[config.mk]
export PLATFORM = sky130hd
export DESIGN_NAME = alu_arbiter
export DESIGN_NICKNAME = d
export VERILOG_FILES = /design/src/rtl/alu_arbiter.sv
export SDC_FILE = /design/constraint.sdc
export NUM_CORES = 1
export LEC_CHECK = 0
export ABC_CLOCK_PERIOD_IN_PS = 2400
export CAP_MARGIN = 20
export CELL_PAD_IN_SITES_DETAIL_PLACEMENT = 1
export CELL_PAD_IN_SITES_GLOBAL_PLACEMENT = 1
export CORE_MARGIN = 4
export CORE_UTILIZATION = 30
export CTS_BUF_LIST = sky130_fd_sc_hd__clkbuf_16
export CTS_CLUSTER_SIZE = 40
export DETAILED_ROUTE_END_ITERATION = 10
export PLACE_DENSITY_LB_ADDON = 0.1
export SLEW_MARGIN = 20
export SYNTH_ARGS = -nofsm -noshare
export SYNTH_HDL_FRONTEND = slang
export SYNTH_SLANG_ARGS = --single-unit
[constraint.sdc]
create_clock -name clk -period 2.4 [get_ports clk]
set_clock_uncertainty 0.2 [all_clocks]
set_input_delay 0.48 -clock clk [delete_from_list [all_inputs] [get_ports clk]]
set_output_delay 0.48 -clock clk [all_outputs]
set_load 0.01 [all_outputs]
[src/rtl/alu_arbiter.sv]
// Round-robin owner of the shared 32-bit ALU: holds operands for the op latency,
// captures result and flags, and returns them to the owner over valid/ready.
module alu_arbiter #(
    parameter int unsigned MUL_CYCLES = 2,
    parameter logic [3:0]  OP_MUL     = 4'd2
) (
    input  logic        clk,
    input  logic        rst_n,
    input  logic        req_valid_0,
    output logic        req_ready_0,
    input  logic [3:0]  req_op_0,
    input  logic [31:0] req_a_0,
    input  logic [31:0] req_b_0,
    input  logic        req_valid_1,
    output logic        req_ready_1,
    input  logic [3:0]  req_op_1,
    input  logic [31:0] req_a_1,
    input  logic [31:0] req_b_1,
    output logic        resp_valid_0,
    input  logic        resp_ready_0,
    output logic        resp_valid_1,
    input  logic        resp_ready_1,
    output logic [31:0] resp_result,
    output logic        resp_over,
    output logic        resp_under,
    output logic [31:0] alu_a,
    output logic [31:0] alu_b,
    output logic [3:0]  alu_sel,
    input  logic [31:0] alu_out,
    input  logic        alu_over,
    input  logic        alu_under,
    output logic        busy,
    output logic [15:0] ops_done
);
    // state | meaning
    // IDLE  | no operation owned; grant to a valid requester is combinational
    // EXEC  | operands held on the ALU, counting down the op latency
    // RESP  | result captured, waiting for the owner's resp_ready
    typedef enum logic [1:0] {IDLE = 2'd0, EXEC = 2'd1, RESP = 2'd2} state_t;

    state_t      state, state_nxt;
    logic        rr_ptr;
    logic        owner;
    logic [3:0]  cnt;
    logic        grant_0, grant_1;
    logic        accept, retire, accept_id;
    logic [3:0]  acc_op;
    logic [31:0] acc_a, acc_b;
    logic [3:0]  acc_cnt;

    assign grant_0 = req_valid_0 && (!req_valid_1 || !rr_ptr);
    assign grant_1 = req_valid_1 && (!req_valid_0 ||  rr_ptr);

    assign req_ready_0 = (state == IDLE) && grant_0;
    assign req_ready_1 = (state == IDLE) && grant_1;

    // A ready is only ever raised for a valid requester, so ready alone means accept.
    assign accept    = req_ready_0 || req_ready_1;
    assign accept_id = req_ready_1;
    assign acc_op    = accept_id ? req_op_1 : req_op_0;
    assign acc_a     = accept_id ? req_a_1  : req_a_0;
    assign acc_b     = accept_id ? req_b_1  : req_b_0;
    assign acc_cnt   = (acc_op == OP_MUL) ? 4'(MUL_CYCLES - 1) : 4'd0;

    assign retire       = (state == RESP) && (owner ? resp_ready_1 : resp_ready_0);
    assign resp_valid_0 = (state == RESP) && !owner;
    assign resp_valid_1 = (state == RESP) &&  owner;
    assign busy         = (state != IDLE);

    always_comb begin
        state_nxt = state;
        case (state)
            IDLE:    if (accept)       state_nxt = EXEC;
            EXEC:    if (cnt == 4'd0)  state_nxt = RESP;
            RESP:    if (retire)       state_nxt = IDLE;
            default:                   state_nxt = IDLE;
        endcase
    end

    always_ff @(posedge clk or negedge rst_n) begin
        if (!rst_n) begin
            state <= IDLE;
        end else begin
            state <= state_nxt;
        end
    end

    always_ff @(posedge clk or negedge rst_n) begin
        if (!rst_n) begin
            rr_ptr      <= 1'b0;
            owner       <= 1'b0;
            cnt         <= 4'd0;
            alu_a       <= 32'd0;
            alu_b       <= 32'd0;
            alu_sel     <= 4'd0;
            resp_result <= 32'd0;
            resp_over   <= 1'b0;
            resp_under  <= 1'b0;
            ops_done    <= 16'd0;
        end else begin
            if (accept) begin
                alu_sel <= acc_op;
                alu_a   <= acc_a;
                alu_b   <= acc_b;
                owner   <= accept_id;
                cnt     <= acc_cnt;
            end
            if (state == EXEC) begin
                if (cnt != 4'd0) begin
                    cnt <= cnt - 4'd1;
                end else begin
                    resp_result <= alu_out;
                    resp_over   <= alu_over;
                    resp_under  <= alu_under;
                end
            end
            // Pointer moves only on retire so a lone requester can issue back-to-back.
            if (retire) begin
                rr_ptr   <= ~owner;
                ops_done <= ops_done + 16'd1;
            end
        end
    end
endmodule

After elaboration in Yosys (flattened, before gate mapping)
Cells that the tools add are included.
- $add $sub $neg: 2
- equal/unequal tests: 6
- muxes and demuxes: 12
- bitwise gates (word level): 2
- reduce and logical (&&, ||, !) cells: 20
- operators by type and width (operator ; number):
    $mux W32 ; 2
    $add A16 B1 Y16 const B ; 1
    $mux W4 ; 4
    $logic_and A1 B1 Y1 ; 7
    $mux W2 ; 3
    $ne A2 B2 Y1 const B ; 3
    $pmux W2 S3 ; 1
    $eq A4 B2 Y1 const B ; 1
    $logic_not A1 Y1 ; 4
    $logic_not A4 Y1 ; 1
    $reduce_bool A4 Y1 ; 1
    $sub A4 B1 Y4 const B ; 1
    $logic_or A1 B1 Y1 ; 3
    $reduce_and A3 Y1 ; 1
    $eq A2 B1 Y1 const B ; 1
    $eq A2 B2 Y1 const B ; 1
    $logic_not A2 Y1 ; 1
    $mux W1 ; 2
    $not A1 Y1 ; 2
    $reduce_and A2 Y1 ; 1
    $reduce_bool A2 Y1 ; 1
- bits in registers: 126
- input port bits: 176
- output and inout bits: 123
- logic and storage cells: 53

Depth between registers and ports, before layout
Gate-level depths: netlist of run 1.
- depth in word-level cells: 10
- mapped depth: 8
- mapped depth without buffers: 6

Worst setup path before layout of run 1
No wires, ideal clock.
- kind: register -> register
- start: register cnt[0]
- end: register resp_result[10]
- setup time: 0.125 ns
- arrival: 1.467 ns
- data required time: 2.075 ns
- path slack: 0.608 ns
- cell stages (with the launch flop): 7
- buffers on the path: 1
- period minus slack after synthesis: 1.792 ns
- cell sequence: dfrtp_1 -> inv_1 -> ha_1 -> nor3b_4 -> nand3b_4 -> buf_6 -> mux2_4
- word-level cells in the longest chain between the ends: 3
- ends and longest elaborated chain (element ; RTL line ; RTL):
    start, declared ; 44 ; logic [3:0] cnt;
    start signal, assigned ; 106 ; cnt <= acc_cnt;
    start signal, assigned ; 110 ; cnt <= cnt - 4'd1;
    $reduce_bool A4 Y1 ; 109 ; if (cnt != 4'd0) begin
    $not A1 Y1 (no line) ; - ;
    $reduce_and A2 Y1 (no line) ; - ;
    end signal, assigned ; 112 ; resp_result <= alu_out;
    end, declared ; 23 ; output logic [31:0] resp_result,
Every way passes these cells.
A chain may end at the register's enable or synchronous reset.

Worst setup path after layout of run 1
- start: register state[0]
- end: output req_ready_1
- word-level cells in the longest chain between the ends: 2
- ends and longest elaborated chain (element ; RTL line ; RTL):
    start, declared ; 41 ; state_t state, state_nxt;
    start signal, assigned ; 84 ; state <= state_nxt;
    $logic_not A2 Y1 ; 55 ; assign req_ready_1 = (state == IDLE) && grant_1;
    $logic_and A1 B1 Y1 ; 55 ;
    end, declared ; 15 ; output logic req_ready_1,
Every way passes these cells.

==> flow_results.xml, run 1 <==
<?xml version="1.0" encoding="UTF-8"?>
<metrics>
  <group name="status">
    <metric name="status" unit="">complete, no violations</metric>
  </group>
  <group name="worst_setup_path">
    <metric name="reg2reg_from" unit="">cnt[0]$_DFF_PN0_</metric>
    <metric name="r2r.worst_path.cells" unit="">6</metric>
    <metric name="crit_arrival" unit="ns">1.58</metric>
    <metric name="worst_setup_path_end_kind" unit="">output pin</metric>
    <metric name="crit_required" unit="ns">1.72</metric>
    <metric name="timing.critical_path.from_type" unit="">flop</metric>
    <metric name="timing.critical_path.fanout_max" unit="">8</metric>
    <metric name="reg2reg_to" unit="">resp_under$_DFFE_PN0P_</metric>
    <metric name="worstSetupPathType" unit="">flop to output pin</metric>
    <metric name="ff2ff_setup_slack" unit="ns">0.28</metric>
    <metric name="worst_setup_path_endpoint" unit="">req_ready_1</metric>
    <metric name="worstSetupStartpoint" unit="">state[0]$_DFFE_PN0P_</metric>
  </group>
  <group name="timing">
    <metric name="slew_violations" unit="">0</metric>
    <metric name="period_minus_slack" unit="ns">2.26</metric>
    <metric name="final-hold-violation-count" unit="">0</metric>
    <metric name="maxSlewHeadroom" unit="%">60.4</metric>
    <metric name="postLayoutSetupSlackWorst" unit="ns">0.139</metric>
    <metric name="max_freq" unit="MHz">442</metric>
    <metric name="rsz_0062_raised_after_global_routing" unit="">no</metric>
    <metric name="worst-slew-pin-transition" unit="ns">0.595</metric>
    <metric name="finalSetupViolations" unit="">0</metric>
    <metric name="portion_of_the_clock_cycle_consumed_by_the_worst_path_in_the_final_layout" unit="%">94.2</metric>
  </group>
  <group name="finish">
    <metric name="final_cell_count_no_fill" unit="">1030</metric>
    <metric name="multiInputGateArea" unit="µm²">2350</metric>
    <metric name="finish.net_count" unit="">962</metric>
    <metric name="diodes" unit="">0</metric>
    <metric name="final_core_util" unit="%">50.9</metric>
    <metric name="n_fill_cell" unit="">1969</metric>
    <metric name="layout-drive-gt1-share" unit="%">11.6</metric>
    <metric name="seqCellArea" unit="µm²">3160</metric>
    <metric name="flow.area_growth_from_synthesis" unit="%">66.3</metric>
  </group>
  <group name="logic_synthesis">
    <metric name="synthMuxAreaShare" unit="%">20.6</metric>
    <metric name="synthesis.nets" unit="">656</metric>
    <metric name="post_synth_main_area_contributors" unit="">sky130_fd_sc_hd__dfrtp_1 55%, sky130_fd_sc_hd__mux2i_1 12%, sky130_fd_sc_hd__o21ai_1 5.4%</metric>
    <metric name="synth-seq-cells" unit="">126</metric>
    <metric name="yosys_warnings" unit="">0</metric>
    <metric name="synth-xor-area-share" unit="%">2.44</metric>
    <metric name="synth_compound_area_share" unit="%">6.73</metric>
    <metric name="synth_enable_flop_cells" unit="">0</metric>
    <metric name="yosysTopAreaCellShare" unit="%">54.9</metric>
    <metric name="async_flop_share" unit="%">100</metric>
    <metric name="netlist-cell-type-count" unit="">40</metric>
    <metric name="synth_area_leader_cell" unit="">sky130_fd_sc_hd__dfrtp_1</metric>
    <metric name="synth_cells" unit="">478</metric>
    <metric name="synth_simple_gate_area_share" unit="%">10.6</metric>
    <metric name="synth_top_family_by_area" unit="">multiplexers</metric>
    <metric name="netlist_area" unit="µm²">5750</metric>
    <metric name="seq_area_frac_synth" unit="%">54.9</metric>
    <metric name="synth_fa_ha_area_share" unit="%">0.435</metric>
    <metric name="avgSynthCellArea" unit="µm²">12.0</metric>
    <metric name="main_synth_ff_type" unit="">sky130_fd_sc_hd__dfrtp_1</metric>
  </group>
  <group name="grt">
    <metric name="maximum_number_of_pins_on_one_net_before_global_route_repair" unit="">93</metric>
    <metric name="grt_ovf" unit="">0</metric>
    <metric name="number_of_global_route_vias_before_repair" unit="">5503</metric>
    <metric name="grt_antenna_before_repair" unit="">0</metric>
    <metric name="grt_pass1_wl" unit="µm">30600</metric>
    <metric name="globalRouteTotalUtil" unit="%">17.9</metric>
  </group>
  <group name="placement">
    <metric name="detailedPlacementHpwl" unit="µm">14500</metric>
    <metric name="place_ws" unit="ns">-0.132</metric>
    <metric name="number_of_placed_cells_counting_well_taps" unit="">998</metric>
    <metric name="gp_congestion" unit="">0.729</metric>
    <metric name="port_buffer_count" unit="">298</metric>
  </group>
  <group name="pwr">
    <metric name="power.share.clock" unit="%">22.7</metric>
    <metric name="power_switching" unit="mW">3.80</metric>
    <metric name="switching_share" unit="%">32.5</metric>
    <metric name="cell_internal_pwr" unit="mW">7.90</metric>
    <metric name="max-vdd-ir-drop" unit="V">0.000602</metric>
    <metric name="power.sequential.fraction" unit="%">31.8</metric>
    <metric name="p_leak" unit="nW">4.40</metric>
    <metric name="cellPowerDensity" unit="nW/µm²">1220</metric>
    <metric name="combPwrFrac" unit="%">45.4</metric>
  </group>
  <group name="die">
    <metric name="number_of_top_level_pins" unit="">299</metric>
    <metric name="placeableCoreArea" unit="µm²">18800</metric>
    <metric name="die_w" unit="µm">146</metric>
    <metric name="placementRows" unit="">50</metric>
    <metric name="floorplan.die.height" unit="µm">146</metric>
    <metric name="die_ar" unit="µm²">21400</metric>
    <metric name="initial_utilization" unit="%">30.6</metric>
  </group>
  <group name="cts">
    <metric name="clkLatencyLatePin" unit="ns">0.41</metric>
    <metric name="clockBufferDepth" unit="">2</metric>
    <metric name="clk_transition_reported_paths" unit="ns">0.05</metric>
    <metric name="postCtsSetupRepairBufs" unit="">0</metric>
    <metric name="cts.sinks" unit="">126</metric>
    <metric name="clock_tree.htree_level_count" unit="">4</metric>
    <metric name="tritoncts.num_buffers" unit="">17</metric>
    <metric name="clock_tree.root_cell" unit="">sky130_fd_sc_hd__clkbuf_16</metric>
    <metric name="cts_tree" unit="">done</metric>
  </group>
  <group name="routing">
    <metric name="wirelength" unit="µm">18900</metric>
    <metric name="dr.first_iter.drc_count" unit="">86</metric>
    <metric name="vias" unit="">4831</metric>
    <metric name="route.detailed.wl_per_inst" unit="µm">18.4</metric>
    <metric name="drtAntennaViolNets" unit="">0</metric>
    <metric name="routed_via_density" unit="">4.69</metric>
    <metric name="drc" unit="">0</metric>
    <metric name="firstDrtPassIters" unit="">4</metric>
  </group>
  <group name="flow_run">
    <metric name="timing.max_cap.violations" unit="">0</metric>
  </group>
  <group name="worst_hold_path">
    <metric name="worstHoldPathType" unit="">flop to flop</metric>
  </group>
</metrics>
-- kinds of logic (layout without fill, tap and decap cells) --
logic type	after synthesis	after routing
AOI/OAI and AO/OA	77	77
and+or+nand+nor	120	120
muxes	106	106
DFF	126	126
buffers and inverters	31	349
adders and majority gates	2	2
xor gates and xnor gates	16	16
-- Yosys cell counts, types with 3 or more instances --
library cell                 n
sky130_fd_sc_hd__buf_2       5
sky130_fd_sc_hd__buf_6      13
sky130_fd_sc_hd__clkbuf_1    3
sky130_fd_sc_hd__clkbuf_2    3
sky130_fd_sc_hd__dfrtp_1   126
sky130_fd_sc_hd__inv_1       4
sky130_fd_sc_hd__mux2_2     15
sky130_fd_sc_hd__mux2_4     20
sky130_fd_sc_hd__mux2i_1    70
sky130_fd_sc_hd__nand2_1    81
sky130_fd_sc_hd__nand2b_1    3
sky130_fd_sc_hd__nand3_1     6
sky130_fd_sc_hd__nand4_1     4
sky130_fd_sc_hd__nor2_1      3
sky130_fd_sc_hd__o21ai_0    12
sky130_fd_sc_hd__o21ai_1    62
sky130_fd_sc_hd__xnor2_1    14
-- state kept, by name, indices dropped and copies added, names as in the netlist --
register     flops
state            2
ops_done        16
alu_a           32
resp_under       1
alu_sel          4
cnt              4
rr_ptr           1
owner            1
resp_result     32
alu_b           32
resp_over        1
-- worst min path at each step --
stage,from,to,depth (start not counted)
final,ops_done[15]$_DFFE_PN0P_,ops_done[15]$_DFFE_PN0P_,1
after global routing,ops_done[8]$_DFFE_PN0P_,ops_done[8]$_DFFE_PN0P_,1
after global placement,rst_n,alu_b[21]$_DFFE_PN0P_,1
after detailed placement,rst_n,alu_b[21]$_DFFE_PN0P_,1
after floorplan,rst_n,alu_a[0]$_DFFE_PN0P_,0
after CTS,ops_done[8]$_DFFE_PN0P_,ops_done[8]$_DFFE_PN0P_,1
-- area by class of cell --
| cell class | instances | share of cell area, % |
|---|---|---|
| timing repair buffer | 313 | 32.8 |
| clock inverter | 14 | 1.86 |
| sequential | 126 | 33.0 |
| clock buffer | 17 | 4.45 |
| tap | 234 | 3.06 |
| inverter | 5 | 0.223 |
| multi-input combinational | 321 | 24.6 |
-- layout by cell type (no fill, tap or decap), types with 12 or more instances in the layout --
cell type and instances:
sky130_fd_sc_hd__mux2_4 20, sky130_fd_sc_hd__o21ai_0 12, sky130_fd_sc_hd__o21ai_1 62, sky130_fd_sc_hd__buf_4 12
sky130_fd_sc_hd__clkbuf_16 17, sky130_fd_sc_hd__nand2_1 81, sky130_fd_sc_hd__dfrtp_1 124, sky130_fd_sc_hd__xnor2_1 14
sky130_fd_sc_hd__mux2i_1 70, sky130_fd_sc_hd__mux2_2 15, sky130_fd_sc_hd__clkdlybuf4s50_1 292
-- worst max-delay path: stages, from the launching register on --
cell	delay, ns
sky130_fd_sc_hd__dfrtp_2	0.48
sky130_fd_sc_hd__nor2_4	0.19
sky130_fd_sc_hd__nand3_2	0.13
sky130_fd_sc_hd__inv_4	0.07
sky130_fd_sc_hd__dlygate4sd2_1	0.31
-- power by group through the flow --
stage                     Sequential, mW  Clock, mW  Combinational (mW)
after floorplan                     4.10          0                2.28
after CTS                           3.75       2.74                5.44
after global routing                3.88       2.84                5.77
after detailed placement            3.75          0                5.43
final                               3.72       2.66                5.31
after global placement              3.69          0                5.29
-- stage by stage --
step	TNS, ns	instance area, µm²	power (mW)	hold WS (ns)
6_report	0	9560	11.7	0.282
5_1_grt	0	9560	12.5	0.314
4_1_cts	0	9560	11.9	0.291
3_5_place_dp	-0.373	8940	9.18	0.244
3_3_place_gp	-0.238	8940	8.98	0.245
2_1_floorplan	0	5750	6.38	-0.0156
-- layer usage --
metal | track usage, % | wire (µm) | part of all wire [%]
met4 | 3.67 | 119 | 0.63
met1 | 20.9 | 7500 | 40
met5 | 0 | 0 | 0
met2 | 30.9 | 9630 | 51
met3 | 7.76 | 1690 | 8.9
-- repair_timing --
| action | CTS | global route |
|---|---|---|
| endpoints found under the hold margin | 25 | 0 |
| endpoints found under the setup margin | 5 | 1 |
| resized for setup | 6 | 1 |
| hold buffers | 1 | 0 |
Power figures use the tool's default switching activity.
==> inputs of run 2 (changes only) <==
- ABC_CLOCK_PERIOD_IN_PS: 2400 -> unset
- SETUP_SLACK_MARGIN: unset -> 0.5
==> flow_results.xml, run 2 (synthesized netlist as in run 1, its figures left out) <==
<?xml version="1.0" encoding="UTF-8"?>
<metrics>
  <group name="routing">
    <metric name="drc" unit="">0</metric>
    <metric name="route.detailed.wl_per_inst" unit="µm">19.5</metric>
    <metric name="wirelength" unit="µm">20500</metric>
    <metric name="drtAntennaViolNets" unit="">0</metric>
    <metric name="vias" unit="">4974</metric>
    <metric name="firstDrtPassIters" unit="">4</metric>
    <metric name="dr.first_iter.drc_count" unit="">76</metric>
    <metric name="routed_via_density" unit="">4.72</metric>
  </group>
  <group name="timing">
    <metric name="period_minus_slack" unit="ns">2.05</metric>
    <metric name="finalSetupViolations" unit="">0</metric>
    <metric name="final-hold-violation-count" unit="">0</metric>
    <metric name="slew_violations" unit="">0</metric>
    <metric name="max_freq" unit="MHz">487</metric>
    <metric name="worst-slew-pin-transition" unit="ns">0.411</metric>
    <metric name="rsz_0062_raised_after_global_routing" unit="">yes</metric>
    <metric name="fin_hold_ws" unit="ns">0.278</metric>
    <metric name="portion_of_the_clock_cycle_consumed_by_the_worst_path_in_the_final_layout" unit="%">85.6</metric>
    <metric name="maxSlewHeadroom" unit="%">72.0</metric>
    <metric name="postLayoutSetupSlackWorst" unit="ns">0.345</metric>
  </group>
  <group name="pwr">
    <metric name="power_switching" unit="mW">4.00</metric>
    <metric name="fin_total_pwr" unit="mW">11.7</metric>
    <metric name="power.sequential.fraction" unit="%">31.5</metric>
    <metric name="power.share.clock" unit="%">22.9</metric>
    <metric name="switching_share" unit="%">34.2</metric>
    <metric name="max-vdd-ir-drop" unit="V">0.000594</metric>
    <metric name="p_leak" unit="nW">4.81</metric>
    <metric name="cellPowerDensity" unit="nW/µm²">1200</metric>
    <metric name="cell_internal_pwr" unit="mW">7.69</metric>
    <metric name="combPwrFrac" unit="%">45.6</metric>
  </group>
  <group name="die">
    <metric name="die_w" unit="µm">146</metric>
    <metric name="initial_utilization" unit="%">30.6</metric>
    <metric name="placementRows" unit="">50</metric>
    <metric name="die_ar" unit="µm²">21400</metric>
    <metric name="number_of_top_level_pins" unit="">299</metric>
    <metric name="placeableCoreArea" unit="µm²">18800</metric>
    <metric name="floorplan.die.height" unit="µm">146</metric>
  </group>
  <group name="worst_setup_path">
    <metric name="r2r.worst_path.cells" unit="">6</metric>
    <metric name="crit_arrival" unit="ns">1.37</metric>
    <metric name="reg2reg_from" unit="">cnt[1]$_DFF_PN0_</metric>
    <metric name="timing.critical_path.from_type" unit="">flop</metric>
    <metric name="worst_setup_path_end_kind" unit="">output pin</metric>
    <metric name="worstSetupPathType" unit="">flop to output pin</metric>
    <metric name="timing.critical_path.fanout_max" unit="">5</metric>
    <metric name="crit_required" unit="ns">1.72</metric>
    <metric name="worstSetupStartpoint" unit="">state[0]$_DFFE_PN0P_</metric>
  </group>
  <group name="cts">
    <metric name="tritoncts.num_buffers" unit="">17</metric>
    <metric name="cts.sinks" unit="">126</metric>
    <metric name="clk_transition_reported_paths" unit="ns">0.06</metric>
    <metric name="clock_tree.root_cell" unit="">sky130_fd_sc_hd__clkbuf_16</metric>
    <metric name="clock_tree.htree_level_count" unit="">4</metric>
    <metric name="clkLatencyLatePin" unit="ns">0.41</metric>
    <metric name="clockBufferDepth" unit="">2</metric>
    <metric name="cts_tree" unit="">done</metric>
  </group>
  <group name="finish">
    <metric name="final_common_cell" unit="">sky130_fd_sc_hd__clkdlybuf4s50_1</metric>
    <metric name="final_core_util" unit="%">52.1</metric>
    <metric name="flow.area_growth_from_synthesis" unit="%">70.2</metric>
    <metric name="layout_top_registers" unit="">alu_a: 32 flops, alu_b: 32 flops, resp_result: 32 flops</metric>
    <metric name="final_cell_mix" unit="">172 x sky130_fd_sc_hd__clkdlybuf4s50_1, 122 x sky130_fd_sc_hd__dfrtp_1, 120 x sky130_fd_sc_hd__dlygate4sd2_1, 80 x sky130_fd_sc_hd__nand2_1, 68 x sky130_fd_sc_hd__mux2i_1</metric>
    <metric name="diodes" unit="">0</metric>
    <metric name="finish.net_count" unit="">985</metric>
    <metric name="layout-drive-gt1-share" unit="%">16.1</metric>
    <metric name="final_cell_count_no_fill" unit="">1053</metric>
  </group>
  <group name="grt">
    <metric name="grt_pass1_wl" unit="µm">31200</metric>
    <metric name="number_of_global_route_vias_before_repair" unit="">5559</metric>
    <metric name="grt_ovf" unit="">0</metric>
    <metric name="globalRouteTotalUtil" unit="%">18.3</metric>
    <metric name="grt_antenna_before_repair" unit="">0</metric>
    <metric name="maximum_number_of_pins_on_one_net_before_global_route_repair" unit="">74</metric>
  </group>
  <group name="worst_hold_path">
    <metric name="timing.hold.worst_path_depth" unit="">1</metric>
    <metric name="worstHoldPathType" unit="">flop to flop</metric>
    <metric name="worst_hold_startpoint" unit="">ops_done[15]$_DFFE_PN0P_</metric>
  </group>
  <group name="flow_run">
    <metric name="timing.max_cap.violations" unit="">0</metric>
  </group>
  <group name="status">
    <metric name="status" unit="">complete, no violations</metric>
  </group>
  <group name="placement">
    <metric name="place_ws" unit="ns">-0.132</metric>
    <metric name="number_of_placed_cells_counting_well_taps" unit="">998</metric>
    <metric name="gp_congestion" unit="">0.729</metric>
    <metric name="detailedPlacementHpwl" unit="µm">14500</metric>
    <metric name="port_buffer_count" unit="">298</metric>
  </group>
</metrics>
==> run 2: metrics by stage <==
stage                     TNS [ns]  instance area, µm²
final                            0                9780
after global routing             0                9780
after CTS                        0                9500
after detailed placement    -0.373                8940
after floorplan                  0                5750
after global placement      -0.238                8940
==> run 2: cell type report <==
cell class | instances | area, µm²
clock buffer | 17 | 425
clock inverter | 14 | 178
fill | 2016 | 8990
inverter | 5 | 21.3
multi-input combinational | 321 | 2400
sequential | 126 | 3160
tap | 234 | 293
timing repair buffer | 336 | 3300
==> run 2: final timing paths <==
path / to / slack (ns)
max in group asynchronous: state[0]$_DFFE_PN0P_ / 0.90
worst min-delay path: ops_done[15]$_DFFE_PN0P_ / 0.28
worst max-delay path: resp_valid_1 / 0.35
min in group asynchronous: alu_b[21]$_DFFE_PN0P_ / 0.35
worst min register to register: ops_done[15]$_DFFE_PN0P_ / 0.28
worst max register to register: resp_result[2]$_DFFE_PN0P_ / 0.46
==> run 2: what timing repair did <==
item	CTS	global route
endpoints found under the setup margin	218	96
cloned	1	7
resized for setup	153	22
setup buffers	6	9
pin swaps	2	6
hold endpoints to repair	25	0
hold buffers	1	0
==> run 2: power groups by stage <==
| stage | logic (mW) | registers [mW] | clock network [mW] |
|---|---|---|---|
| finish | 5.33 | 3.69 | 2.68 |
| global route | 5.81 | 3.84 | 2.84 |
| CTS | 4.98 | 3.70 | 2.74 |
| detailed placement | 5.43 | 3.75 | 0 |
| global placement | 5.29 | 3.69 | 0 |
| floorplan | 2.28 | 4.10 | 0 |
==> run 2: per-layer routing <==
metal | part of all wire [%] | vias up | track usage, % | wire length (µm)
met5 | 0 | - | 0 | 0
met4 | 0.87 | 0 | 3.95 | 179
met3 | 8.0 | 13 | 7.79 | 1640
met2 | 51 | 186 | 31.3 | 10400
met1 | 40 | 2465 | 21.7 | 8320
li1 | - | 2310 | - | -
==> run 2: worst max-delay path: stages (launching register included) <==
cell	delay, ns
sky130_fd_sc_hd__dfrtp_2	0.44
sky130_fd_sc_hd__buf_4	0.16
sky130_fd_sc_hd__nor2b_4	0.11
sky130_fd_sc_hd__and2_4	0.14
sky130_fd_sc_hd__buf_6	0.10
==> inputs of run 3 (changes only) <==
- PLACE_DENSITY: unset -> 0.8
- PLACE_DENSITY_LB_ADDON: 0.1 -> unset
- TNS_END_PERCENT: unset -> 30
==> flow_results.xml, run 3 (synthesized netlist as in run 1, its figures left out) <==
<?xml version="1.0" encoding="UTF-8"?>
<metrics>
  <group name="status">
    <metric name="status" unit="">complete, no violations</metric>
  </group>
  <group name="placement">
    <metric name="gp_congestion" unit="">0.770</metric>
    <metric name="detailedPlacementHpwl" unit="µm">14800</metric>
    <metric name="port_buffer_count" unit="">298</metric>
    <metric name="place_ws" unit="ns">-0.169</metric>
    <metric name="number_of_placed_cells_counting_well_taps" unit="">998</metric>
  </group>
  <group name="die">
    <metric name="number_of_top_level_pins" unit="">299</metric>
    <metric name="placementRows" unit="">50</metric>
    <metric name="floorplan.die.height" unit="µm">146</metric>
    <metric name="die_w" unit="µm">146</metric>
    <metric name="die_ar" unit="µm²">21400</metric>
    <metric name="initial_utilization" unit="%">30.6</metric>
    <metric name="placeableCoreArea" unit="µm²">18800</metric>
  </group>
  <group name="finish">
    <metric name="seqCellArea" unit="µm²">3160</metric>
    <metric name="final_cell_mix" unit="">254 x sky130_fd_sc_hd__clkdlybuf4s50_1, 120 x sky130_fd_sc_hd__dfrtp_1, 81 x sky130_fd_sc_hd__nand2_1, 70 x sky130_fd_sc_hd__mux2i_1, 62 x sky130_fd_sc_hd__o21ai_1</metric>
    <metric name="layout-drive-gt1-share" unit="%">17.0</metric>
    <metric name="multiInputGateArea" unit="µm²">2400</metric>
    <metric name="final_common_cell" unit="">sky130_fd_sc_hd__clkdlybuf4s50_1</metric>
    <metric name="final_cell_count_no_fill" unit="">1060</metric>
    <metric name="finish.net_count" unit="">990</metric>
    <metric name="flow.area_growth_from_synthesis" unit="%">75.1</metric>
    <metric name="n_fill_cell" unit="">1954</metric>
    <metric name="layout_top_registers" unit="">alu_a: 32 flops, alu_b: 32 flops, resp_result: 32 flops</metric>
    <metric name="final_core_util" unit="%">53.6</metric>
  </group>
  <group name="worst_setup_path">
    <metric name="timing.critical_path.from_type" unit="">input pin</metric>
    <metric name="cp_num_buf_inv" unit="">3</metric>
    <metric name="worstSetupPathType" unit="">input pin to output pin</metric>
    <metric name="ff2ff_setup_slack" unit="ns">0.36</metric>
    <metric name="r2r.worst_path.cells" unit="">7</metric>
    <metric name="timing.critical_path.fanout_max" unit="">3</metric>
    <metric name="crit_required" unit="ns">1.72</metric>
    <metric name="crit_path_top_delay_cell" unit="">sky130_fd_sc_hd__clkdlybuf4s50_1</metric>
    <metric name="reg2reg_to" unit="">resp_result[18]$_DFFE_PN0P_</metric>
    <metric name="worst_path_dominant_cell_family" unit="">buffers and inverters</metric>
    <metric name="worst_setup_path_end_kind" unit="">output pin</metric>
    <metric name="cpPeakStageDelay" unit="ns">0.57</metric>
    <metric name="crit_path_cells" unit="">clkdlybuf4s50_1 -&gt; nand2b_1 -&gt; nand3_4 -&gt; inv_4 -&gt; buf_6</metric>
    <metric name="reg2reg_from" unit="">cnt[0]$_DFF_PN0_</metric>
    <metric name="crit_arrival" unit="ns">1.45</metric>
  </group>
  <group name="worst_hold_path">
    <metric name="worstHoldPathType" unit="">input pin to asynchronous set/reset pin</metric>
  </group>
  <group name="timing">
    <metric name="slew_violations" unit="">0</metric>
    <metric name="fin_hold_ws" unit="ns">0.276</metric>
    <metric name="worst-slew-pin-transition" unit="ns">0.430</metric>
    <metric name="maxSlewHeadroom" unit="%">70.8</metric>
    <metric name="final-hold-violation-count" unit="">0</metric>
    <metric name="postLayoutSetupSlackWorst" unit="ns">0.273</metric>
    <metric name="max_freq" unit="MHz">470</metric>
    <metric name="portion_of_the_clock_cycle_consumed_by_the_worst_path_in_the_final_layout" unit="%">88.6</metric>
    <metric name="rsz_0062_raised_after_global_routing" unit="">yes</metric>
    <metric name="finalSetupViolations" unit="">0</metric>
    <metric name="period_minus_slack" unit="ns">2.13</metric>
    <metric name="setup_tns" unit="ns">0</metric>
  </group>
  <group name="grt">
    <metric name="grt_pass1_wl" unit="µm">33000</metric>
    <metric name="grt_ovf" unit="">0</metric>
    <metric name="maximum_number_of_pins_on_one_net_before_global_route_repair" unit="">64</metric>
    <metric name="number_of_global_route_vias_before_repair" unit="">5881</metric>
    <metric name="globalRouteTotalUtil" unit="%">19.5</metric>
    <metric name="grt_antenna_before_repair" unit="">1</metric>
  </group>
  <group name="cts">
    <metric name="clockBufferDepth" unit="">2</metric>
    <metric name="cts_tree" unit="">done</metric>
    <metric name="clock_tree.root_cell" unit="">sky130_fd_sc_hd__clkbuf_16</metric>
    <metric name="clkLatencyLatePin" unit="ns">0.41</metric>
    <metric name="clk_transition_reported_paths" unit="ns">0.06</metric>
    <metric name="cts.sinks" unit="">126</metric>
    <metric name="tritoncts.num_buffers" unit="">17</metric>
    <metric name="clock_tree.htree_level_count" unit="">4</metric>
  </group>
  <group name="routing">
    <metric name="route.detailed.wl_per_inst" unit="µm">19.6</metric>
    <metric name="routed_via_density" unit="">4.78</metric>
    <metric name="dr.first_iter.drc_count" unit="">121</metric>
    <metric name="firstDrtPassIters" unit="">4</metric>
    <metric name="drc" unit="">0</metric>
    <metric name="drtAntennaViolNets" unit="">0</metric>
    <metric name="wirelength" unit="µm">20800</metric>
    <metric name="vias" unit="">5072</metric>
  </group>
  <group name="pwr">
    <metric name="cellPowerDensity" unit="nW/µm²">1250</metric>
    <metric name="p_leak" unit="nW">4.93</metric>
    <metric name="max-vdd-ir-drop" unit="V">0.000610</metric>
  </group>
  <group name="flow_run">
    <metric name="timing.max_cap.violations" unit="">0</metric>
  </group>
</metrics>
-- run 3: cell count changes in the layout (fill, tap and decap cells not counted), moves of 5 or more --
cell / before / now
sky130_fd_sc_hd__buf_12: 1 / 9
sky130_fd_sc_hd__clkdlybuf4s50_1: 172 / 254
sky130_fd_sc_hd__buf_6: 11 / 6
sky130_fd_sc_hd__dlymetal6s2s_1: 0 / 24
sky130_fd_sc_hd__dlygate4sd2_1: 120 / 14
sky130_fd_sc_hd__inv_6: 0 / 5
-- run 3: how the worst max path moves through the flow --
stage	start	endpoint	cells after the start
2_1_floorplan	cnt[0]$_DFF_PN0_	resp_result[10]$_DFFE_PN0P_	6
6_report	req_valid_0	req_ready_1	5
5_1_grt	req_valid_0	req_ready_1	5
4_1_cts	state[0]$_DFFE_PN0P_	resp_valid_1	3
3_5_place_dp	req_valid_0	req_ready_1	5
3_3_place_gp	req_valid_0	req_ready_1	5
-- run 3: area by class of cell --
class | count | share of cell area (%)
diodes | 1 | 0.0249
clock buffers | 17 | 4.23
clock inverters | 15 | 1.59
inverters | 5 | 0.211
multi-input cells | 321 | 23.8
flip-flops and latches | 126 | 31.4
well taps | 234 | 2.91
repair buffers | 341 | 35.8
-- run 3: metrics by stage --
| step | cell area (µm²) | total power, mW |
|---|---|---|
| after CTS | 9920 | 12.6 |
| after detailed placement | 8940 | 9.24 |
| after global placement | 8940 | 8.92 |
| after floorplan | 5750 | 6.38 |
| after global routing | 10100 | 13.3 |
| final | 10100 | 12.5 |
-- run 3: layer usage --
metal  global-route usage, %  part of all wire (%)  vias up
met1                    20.7                    36     2471
li1                        -                     -     2330
met3                    7.01                   7.4       50
met5                       0                     0        -
met4                    7.86                   3.6        0
met2                    35.1                    53      221
-- run 3: report_power, final --
part,switching [mW],internal [mW],leakage (nW)
Sequential,0.658,3.11,1.53
Combinational,2.55,3.62,3.12
Clock,1.05,1.55,0.284
-- run 3: worst register-to-register path: stages, from the launching register on --
cell and delay (ns):
sky130_fd_sc_hd__dfrtp_1 0.40, sky130_fd_sc_hd__inv_2 0.09, sky130_fd_sc_hd__ha_4 0.13, sky130_fd_sc_hd__nor3b_4 0.25, sky130_fd_sc_hd__nand3b_4 0.22, sky130_fd_sc_hd__buf_12 0.20, sky130_fd_sc_hd__buf_16 0.14, sky130_fd_sc_hd__mux2_4 0.29
-- run 3: repair_timing --
action,in CTS,in global routing
hold endpoints to repair,12,0
hold buffers,1,0
pin swaps,4,5
gates resized for setup,67,34
endpoints found under the setup margin,190,212
buffers inserted,16,7
gates cloned,5,0
